<file path="src/rtl/mem_arb_pkg.sv">
// Shared types and defaults for the unified instruction/data memory arbiter.
package mem_arb_pkg;

  typedef enum logic [1:0] {
    IDLE     = 2'd0,
    BUSY_IF  = 2'd1,
    BUSY_MEM = 2'd2
  } arb_state_t;

  localparam int RAM_LAT_DEF      = 2;
  localparam int STARVE_LIMIT_DEF = 4;
  localparam int ADDR_W_MAX       = 64;

  // Byte address to word index; callers truncate to their RAM index width.
  function automatic logic [ADDR_W_MAX-1:0] word_idx(input logic [ADDR_W_MAX-1:0] addr);
    return addr >> 2;
  endfunction

endpackage

</file>
<file path="src/rtl/mem_arb_lat_timer.sv">
// Loadable down-counter: done is high while cnt==1, i.e. on the final edge of an access.
// Latency: load value N gives done on the Nth edge after the load edge; no backpressure.
module mem_arb_lat_timer #(
  parameter int CNT_W = 2
) (
  input  logic             clock,
  input  logic             reset,
  input  logic             load,
  input  logic [CNT_W-1:0] value,
  output logic             done
);

  logic [CNT_W-1:0] cnt;

  always_ff @(posedge clock or posedge reset) begin
    if (reset) begin
      cnt <= '0;
    end else if (load) begin
      cnt <= value;
    end else if (cnt != '0) begin
      cnt <= cnt - CNT_W'(1);
    end
  end

  assign done = (cnt == CNT_W'(1));

endmodule

</file>
<file path="src/rtl/unified_mem_arbiter.sv">
// Arbitrates IF fetch and MEM ld/sd onto one fixed-latency RAM; ready pulses RAM_LAT cycles after ram_en.
// Losers are held off via stall_if/stall_mem; optional fetch anti-starvation with FETCH_STARVE_GUARD_EN.
module unified_mem_arbiter
  import mem_arb_pkg::*;
#(
  parameter int ADDR_W       = 64,
  parameter int DATA_W       = 32,
  parameter int RAM_AW       = 10,
  parameter int RAM_LAT      = RAM_LAT_DEF,
  parameter int STARVE_LIMIT = STARVE_LIMIT_DEF
) (
  input  logic              clock,
  input  logic              reset,
  input  logic              if_req,
  input  logic [ADDR_W-1:0] if_addr,
  output logic              if_ready,
  output logic [DATA_W-1:0] if_rdata,
  input  logic              mem_req,
  input  logic              mem_we,
  input  logic [ADDR_W-1:0] mem_addr,
  input  logic [DATA_W-1:0] mem_wdata,
  output logic              mem_ready,
  output logic [DATA_W-1:0] mem_rdata,
  output logic              stall_if,
  output logic              stall_mem,
  output logic              ram_en,
  output logic              ram_we,
  output logic [RAM_AW-1:0] ram_addr,
  output logic [DATA_W-1:0] ram_wdata,
  input  logic [DATA_W-1:0] ram_rdata
);

  localparam int CNT_W = $clog2(RAM_LAT + 1);

  if (RAM_LAT < 1 || STARVE_LIMIT < 1) begin : g_bad_cfg
    $error("unified_mem_arbiter: RAM_LAT and STARVE_LIMIT must be >= 1");
  end

  arb_state_t state;
  logic       if_elig;
  logic       mem_elig;
  logic       grant_if;
  logic       grant_mem;
  logic       lat_done;
  logic       fetch_starved;

  // The ready-cycle mask keeps a request still held during its own ready pulse from regranting.
  assign if_elig   = if_req & ~if_ready;
  assign mem_elig  = mem_req & ~mem_ready;
  assign stall_if  = if_req & ~if_ready;
  assign stall_mem = mem_req & ~mem_ready;

`ifdef FETCH_STARVE_GUARD_EN
  localparam int SC_W = $clog2(STARVE_LIMIT + 1);
  logic [SC_W-1:0] starve_cnt;

  assign fetch_starved = (starve_cnt == SC_W'(STARVE_LIMIT));

  always_ff @(posedge clock or posedge reset) begin
    if (reset) begin
      starve_cnt <= '0;
    end else if (grant_if || (grant_mem && !if_req)) begin
      starve_cnt <= '0;
    end else if (grant_mem && !fetch_starved) begin
      starve_cnt <= starve_cnt + SC_W'(1);
    end
  end
`else
  assign fetch_starved = 1'b0;
`endif

  // MEM holds the older instruction, so it wins unless fetch has been starved too long.
  always_comb begin
    grant_if  = 1'b0;
    grant_mem = 1'b0;
    if (state == IDLE) begin
      if (if_elig && (fetch_starved || !mem_elig)) begin
        grant_if = 1'b1;
      end else if (mem_elig) begin
        grant_mem = 1'b1;
      end
    end
  end

  mem_arb_lat_timer #(
    .CNT_W(CNT_W)
  ) u_lat_timer (
    .clock(clock),
    .reset(reset),
    .load (grant_if | grant_mem),
    .value(CNT_W'(RAM_LAT)),
    .done (lat_done)
  );

  always_ff @(posedge clock or posedge reset) begin
    if (reset) begin
      state     <= IDLE;
      ram_en    <= 1'b0;
      ram_we    <= 1'b0;
      ram_addr  <= '0;
      ram_wdata <= '0;
      if_ready  <= 1'b0;
      if_rdata  <= '0;
      mem_ready <= 1'b0;
      mem_rdata <= '0;
    end else begin
      ram_en    <= 1'b0;
      if_ready  <= 1'b0;
      mem_ready <= 1'b0;
      case (state)
        IDLE: begin
          if (grant_mem) begin
            ram_en    <= 1'b1;
            ram_we    <= mem_we;
            ram_addr  <= RAM_AW'(word_idx(ADDR_W_MAX'(mem_addr)));
            ram_wdata <= mem_wdata;
            state     <= BUSY_MEM;
          end else if (grant_if) begin
            ram_en    <= 1'b1;
            ram_we    <= 1'b0;
            ram_addr  <= RAM_AW'(word_idx(ADDR_W_MAX'(if_addr)));
            ram_wdata <= mem_wdata;
            state     <= BUSY_IF;
          end
        end
        BUSY_IF: begin
          if (lat_done) begin
            if_ready <= 1'b1;
            if_rdata <= ram_rdata;
            state    <= IDLE;
          end
        end
        BUSY_MEM: begin
          // ram_we is stable for the whole access, so it tells ld from sd here.
          if (lat_done) begin
            mem_ready <= 1'b1;
            if (!ram_we) begin
              mem_rdata <= ram_rdata;
            end
            state <= IDLE;
          end
        end
        default: state <= IDLE;
      endcase
    end
  end

endmodule
</file>
<file path="config.mk">
export PLATFORM = sky130hd
export DESIGN_NAME = unified_mem_arbiter
export DESIGN_NICKNAME = d
export VERILOG_FILES = /design/src/rtl/mem_arb_pkg.sv /design/src/rtl/mem_arb_lat_timer.sv /design/src/rtl/unified_mem_arbiter.sv
export SDC_FILE = /design/constraint.sdc
export NUM_CORES = 1
export LEC_CHECK = 0
export CORE_AREA = 5 5 117 119
export DETAILED_ROUTE_END_ITERATION = 16
export DIE_AREA = 0 0 122 124
export DONT_BUFFER_PORTS = 1
export HOLD_SLACK_MARGIN = 0.02
export SLEW_MARGIN = 20
export SYNTH_ARGS = -nofsm -noshare
export SYNTH_HDL_FRONTEND = slang
export SYNTH_SLANG_ARGS = --single-unit
export TNS_END_PERCENT = 30
</file>
<file path="constraint.sdc">
create_clock -name clock -period 10.5 [get_ports clock]
set_input_delay 1.575 -clock clock [delete_from_list [all_inputs] [get_ports clock]]
set_output_delay 1.575 -clock clock [all_outputs]
set_load 0.02 [all_outputs]
</file>
==> impl_metrics.tcl, run 1 <==
set metrics [dict create \
    outcome "finished, final reports clean" \
    period_share_pct 33.3 \
    seq_area_um2 2850 \
    die_y_um 124 \
    cp_slowest_cell "inv_2" \
    clk_latency_ns 0.40 \
    fmax_ghz 0.286 \
    synth_seq_area_share_pct 62.8 \
    first_iter_violations 101 \
    fillers 1140 \
    dr_total_vias 2360 \
    cts_hold_buf 0 \
    drt-wirelength-per-cell_um 21.9 \
    peakVddDrop_mv 0.163 \
    stdcell_area_um2 5270 \
    critical_path_required_ns 8.93 \
    cts_num_sinks 114 \
    cts-resized-gates 0 \
    yosysTopAreaCell "dfrtp_1" \
    worstPathMaxFanout 14 \
    antenna_found_initial 1 \
    wl_met2_mm 4.39 \
    crit_arrival_ns 1.93 \
    cts_tree "yes" \
    synth.avg_cell_area_um2 16.4 \
    grt_util_all_layers_pct 13.4 \
    die_area_um2 15100 \
    antenna_cells 0 \
    slew_headroom_pct 39.0 \
    num_rows 41 \
    cts_buffers 17 \
    dp_slack_ns 6.99 \
    cpPeakStageDelay_ns 0.28 \
    path_buf_inv 1 \
    synth-seq-cells 114 \
    areaGrowthSynthToFinish_pct 16.1 \
    grt_setup_unrepaired "no" \
    viasPerCell 5.04 \
    holdCritPathClass "reg2reg" \
    crit_family "buffers and inverters" \
    worst_pin_slew_ns 0.914 \
    highest_layer "met5" \
    crit_chain "nand2b_2 -> inv_2" \
    dr_wl_met3_mm 2.12 \
    ys_top_cells_by_count "114 x dfrtp_1, 68 x mux2_2, 28 x mux2_4" \
    drive_above_1_share_pct 45.9 \
    multiInputGateArea_um2 1550 \
    fin_ws_ns 7.00 \
    setup_viol 0 \
    gp_congestion 0.728 \
    final_nets 485 \
    fp.dieW_um 122 \
    dp.cells 436 \
    placed_cell_area_um2 4670 \
    final_cells 468 \
    postSynth.asyncResetShare_pct 100 \
    syn_nets 478 \
    first_global_vias 2634 \
    clockBufferDepth 2 \
    htreeDepth 4 \
    initial_utilization_pct 36.4 \
    post_cts_buffers 0 \
    synthTopCellsByArea "dfrtp_1 63%, mux2_2 17%, mux2_4 9.3%, a221o_1 2.2%, and3_1 1.5%" \
    final_max_slew_viol_count 0 \
    drc 0 \
    grt_pass1_wl_mm 15.0 \
    end_kind "output pin" \
    synthMostInstantiatedCell "dfrtp_1" \
    port_buffers 0 \
    synth_edf_count 0 \
    grt_overflow_total 0 \
    synthDistinctLibCells 25 \
    cts_root_buffer "clkbuf_16" \
    io_pins 309 \
    drt-met1-wl_mm 3.62 \
    synth_cells 276 \
    cts.clk_slew.worst_paths_ns 0.05 \
    skew_ns 0.00565 \
    finalWirelength_mm 10.2 \
    yosysTopAreaCellShare_pct 62.8 \
    ys.flop_type "dfrtp_1" \
    setup-tns-final_ns 0 \
    p_leak_nw 2.38 \
    antenna_left 0 \
    syn_area_um2 4540 \
    power_density_nw_per_um2 396 \
    first_pass_iters 4 \
    hold_viol_final 0 \
    grt_max_degree 63 \
    power_mw 2.09 \
    ys_warn_count 0 \
    cap_viol_max_count 0 \
    worst_setup_path_start_kind "input pin" \
    fp.coreArea_um2 12500 \
    dp_hpwl_mm 7.24 \
    period_needed_ns 3.50 \
    crit_type "in2out" \
]
power breakdown:
part           internal, mW  switching, mW  total (mW)
Combinational         0.255          0.151       0.406
Clock                 0.379          0.199       0.578
Sequential            0.660          0.445        1.11
Total                  1.29          0.795        2.09
flip-flops by register name (all words and copies together) (netlist names), 2 cells and up:
signal	cells
ram_wdata	32
ram_addr	10
mem_rdata	32
state	2
u_lat_timer.cnt	2
if_rdata	32
metrics by stage:
stage	hold slack [ns]	util (%)
6_report	0.576	42.3
5_1_grt	0.650	42.3
4_1_cts	0.584	42.3
3_5_place_dp	0.570	37.5
3_3_place_gp	0.550	37.5
2_1_floorplan	0.519	-
cell families after synthesis:
group,after synthesis,share of synthesized area [%]
fa+ha+maj,5,1.38
mux,97,26.4
buf+inv,23,3.11
compound gates,16,3.34
flops,114,62.8
simple gates,20,2.76
xor+xnor,1,0.193
cell type report:
class / instances / share of cell area, %
flip-flops and latches: 114 / 54.1
multi-input cells: 139 / 29.4
clock buffers: 19 / 8.40
well taps: 172 / 4.08
clock inverters: 13 / 3.01
inverters: 9 / 0.736
repair buffers: 2 / 0.285
metal layers:
metal,vias to the layer above,track usage [%]
li1,992,-
met1,1190,14.3
met2,165,18.6
met3,11,12.4
met4,2,4.76
met5,-,0
path summary, 6_finish.rpt:
check	from	slack, ns	cells past startpoint	endpoint
worst max-delay path	mem_req	7.00	2	stall_mem
worst min-delay path	u_lat_timer.cnt[0]	0.58	2	u_lat_timer.cnt[0]
worst max register to register	state[1]	8.27	5	ram_wdata[30]
worst min register to register	u_lat_timer.cnt[0]	0.58	2	u_lat_timer.cnt[0]
max in group asynchronous	reset	8.12	2	if_rdata[20]
min in group asynchronous	reset	1.13	1	ram_wdata[19]
cells in the final DEF, fill, tap and decap left out, types with 3 or more instances in the layout:
cell type / instances
clkinv_2: 4
mux2_4: 28
clkbuf_16: 17
ha_1: 5
dfrtp_1: 114
a221o_1: 10
and3_1: 11
inv_1: 6
clkinvlp_4: 3
nand2_1: 3
bufinv_16: 3
mux2_2: 68
Note: power is estimated with default switching activity, not from simulation.
==> run 2: changes to the inputs <==
Settings changed: ABC_AREA set to 1, CORE_AREA 5 5 117 119 to 5 5 116 118, DIE_AREA 0 0 122 124 to 0 0 121 123.
Clock period 10.5 ns to 2.85 ns, I/O delays scaled along.
==> run 2 against run 1 <==
Net effect:
- area after synthesis grew 3.4%
- core utilization up 0.87 points
- critical path depth grew 1
- wire length rose by 4.1%
- non-clock buffer count up 2
==> impl_metrics.tcl, run 2 <==
set metrics [dict create \
    outcome "finished, final reports clean" \
    slew_headroom_pct 32.7 \
    hold_viol_final 0 \
    ys.flop_type "dfrtp_1" \
    startpoint "mem_ready" \
    first_iter_violations 163 \
    synth_edf_count 0 \
    period_share_pct 69.4 \
    fmax_ghz 0.506 \
    dp_slack_ns 0.906 \
    skew_ns 0.00856 \
    worstPathMaxFanout 12 \
    grt_setup_unrepaired "no" \
    worstHoldPathCells 2 \
    synth_top_family_by_area "simple AND/OR/NAND/NOR gates" \
    antenna_cells 0 \
    fin_ws_ns 0.872 \
    synthDistinctLibCells 17 \
    fp.dieW_um 121 \
    die_area_um2 14900 \
    yosysTopAreaCell "dfrtp_1" \
    synthMostInstantiatedCell "nand2_1" \
    end_kind "output pin" \
    grt_util_all_layers_pct 14.5 \
    endpoint "stall_mem" \
    cts_tree "yes" \
    cap_viol_max_count 0 \
    path_common_cell "inv_1" \
    period_needed_ns 1.98 \
    dr_total_vias 3194 \
    drive_above_1_share_pct 13.5 \
    drt-wirelength-per-cell_um 15.6 \
    timing.rr.end "mem_rdata[29]" \
    crit_chain "inv_1 -> nand2_1 -> inv_1" \
    setup_viol 0 \
    worst_pin_slew_ns 1.01 \
    power_density_nw_per_um2 1370 \
    areaGrowthSynthToFinish_pct 13.7 \
    dp.cells 650 \
    cp_slowest_cell "dfrtp_1" \
    r2r_setup_slack_ns 0.92 \
    dp_hpwl_mm 7.70 \
    synth_compound_area_share_pct 9.49 \
    ys_top_cells_by_count "227 x nand2_1, 114 x dfrtp_1, 46 x inv_1" \
    most-common-layout-cells "226 x nand2_1, 114 x dfrtp_1, 45 x inv_1, 33 x o21ai_0, 32 x o21ai_2" \
    synthTopCellsByArea "dfrtp_1 61%, nand2_1 18%, o21ai_2 6.0%, inv_1 3.7%, o21ai_0 3.5%" \
    antenna_found_initial 0 \
    worst_setup_path_start_kind "register" \
    crit_type "reg2out" \
    synth-seq-cells 114 \
    grt_pass1_wl_mm 16.7 \
    gp_congestion 0.734 \
    crit_arrival_ns 1.55 \
    num_rows 41 \
    syn_nets 703 \
    clockBufferDepth 2 \
    htreeDepth 4 \
    cts_buffers 17 \
    cts-resized-gates 0 \
    die_y_um 123 \
    postSynth.asyncResetShare_pct 100 \
    drc 0 \
    reg_top3 "if_rdata x32, mem_rdata x32, ram_wdata x32" \
    setup-tns-final_ns 0 \
    synth_seq_area_share_pct 60.8 \
    cts_num_sinks 114 \
    synth_cells 501 \
    ff2ff_path_depth 6 \
    first_global_vias 3221 \
    synth.avg_cell_area_um2 9.37 \
    final_cells 682 \
    final_nets 700 \
    path_depth 3 \
    synthXorXnorAreaFrac_pct 0.187 \
    cpPeakStageDelay_ns 0.46 \
    cts_root_buffer "clkbuf_16" \
    io_pins 309 \
    syn_area_um2 4690 \
    holdCritPathClass "in2reg" \
    yosys.area_share.simple_pct 20.2 \
    final_max_slew_viol_count 0 \
    crit_family "buffers and inverters" \
    antenna_left 0 \
    ys_warn_count 0 \
    viasPerCell 4.68 \
    final_common_cell "nand2_1" \
    fp.coreArea_um2 12400 \
    finalWirelength_mm 10.7 \
    path_buf_inv 2 \
    synthMuxAreaShare_pct 0 \
    yosysTopAreaCellShare_pct 60.8 \
    p_leak_nw 2.83 \
    synthAdderAreaFrac_pct 1.33 \
    clk_latency_ns 0.41 \
    r2r_start "u_lat_timer.cnt[0]" \
    cts.clk_slew.worst_paths_ns 0.05 \
    initial_utilization_pct 38.0 \
    holdWs_ns 0.130 \
    peakVddDrop_mv 0.692 \
    grt_max_degree 100 \
    critical_path_required_ns 2.42 \
    first_pass_iters 4 \
    grt_overflow_total 0 \
    port_buffers 0 \
]
run 2: cell count changes in the layout (fill, tap and decap cells not counted), moves of 10 or more:
| cell | previous run | this run |
|---|---|---|
| nand4_1 | 0 | 11 |
| o21ai_2 | 0 | 32 |
| nand2_1 | 3 | 226 |
| inv_1 | 6 | 45 |
| o21ai_0 | 0 | 33 |
| and3_1 | 11 | 0 |
| mux2_4 | 28 | 0 |
| mux2_2 | 68 | 0 |
| a221o_1 | 10 | 0 |
run 2: through the flow:
| stage | util, % | instance area, um2 | power (mW) |
|---|---|---|---|
| after floorplan | - | 4700 | 4.99 |
| after global placement | 38.5 | 4760 | 5.30 |
| after detailed placement | 38.5 | 4760 | 5.40 |
| after CTS | 43.2 | 5340 | 7.43 |
| after global routing | 43.2 | 5340 | 7.82 |
| final | 43.2 | 5340 | 7.32 |
run 2: what timing repair did:
| item | 4_1_cts | 5_1_grt |
|---|---|---|
| buffers inserted | 0 | 0 |
| hold endpoints to repair | 15 | 0 |
| hold buffers | 1 | 0 |
run 2: layout make-up:
class / instances / area, um2
Multi-Input combinational cell: 314 / 1470
Tap cell: 172 / 215
Sequential cell: 114 / 2850
Clock inverter: 11 / 114
Timing Repair Buffer: 4 / 57.6
Fill cell: 1219 / 7030
Inverter: 47 / 183
Clock buffer: 20 / 447
run 2: how the worst min path moves through the flow:
stage                              from             to  slack [ns]
after floorplan                state[1]       state[1]        0.47
after global placement            reset   mem_rdata[6]        0.29
after detailed placement          reset   mem_rdata[6]        0.29
after CTS                  mem_wdata[1]   ram_wdata[1]        0.11
after global routing      mem_wdata[19]  ram_wdata[19]        0.11
final                     mem_wdata[21]  ram_wdata[21]        0.13
run 2: cells by family (layout without fill, tap and decap cells):
logic type / Yosys count / in the layout
AOI/OAI and AO/OA: 65 / 65
xor gates and xnor gates: 1 / 1
adders and majority gates: 5 / 5
buffers and inverters: 73 / 82
DFF: 114 / 114
and+or+nand+nor: 243 / 243
run 2: power by group:
group	internal, mW	switching, mW	total (mW)	leakage [nW]
clock network	1.29	0.700	1.99	0.275
logic	0.511	0.857	1.37	1.22
registers	2.40	1.56	3.96	1.33
total	4.21	3.11	7.32	2.83
run 2: layer usage:
metal	GRT usage, %	routed length (um)	share of wire (%)
met5	0	0	0
met4	7.22	234	2.2
met3	7.14	1220	11
met2	20.8	4760	45
met1	18.1	4440	42
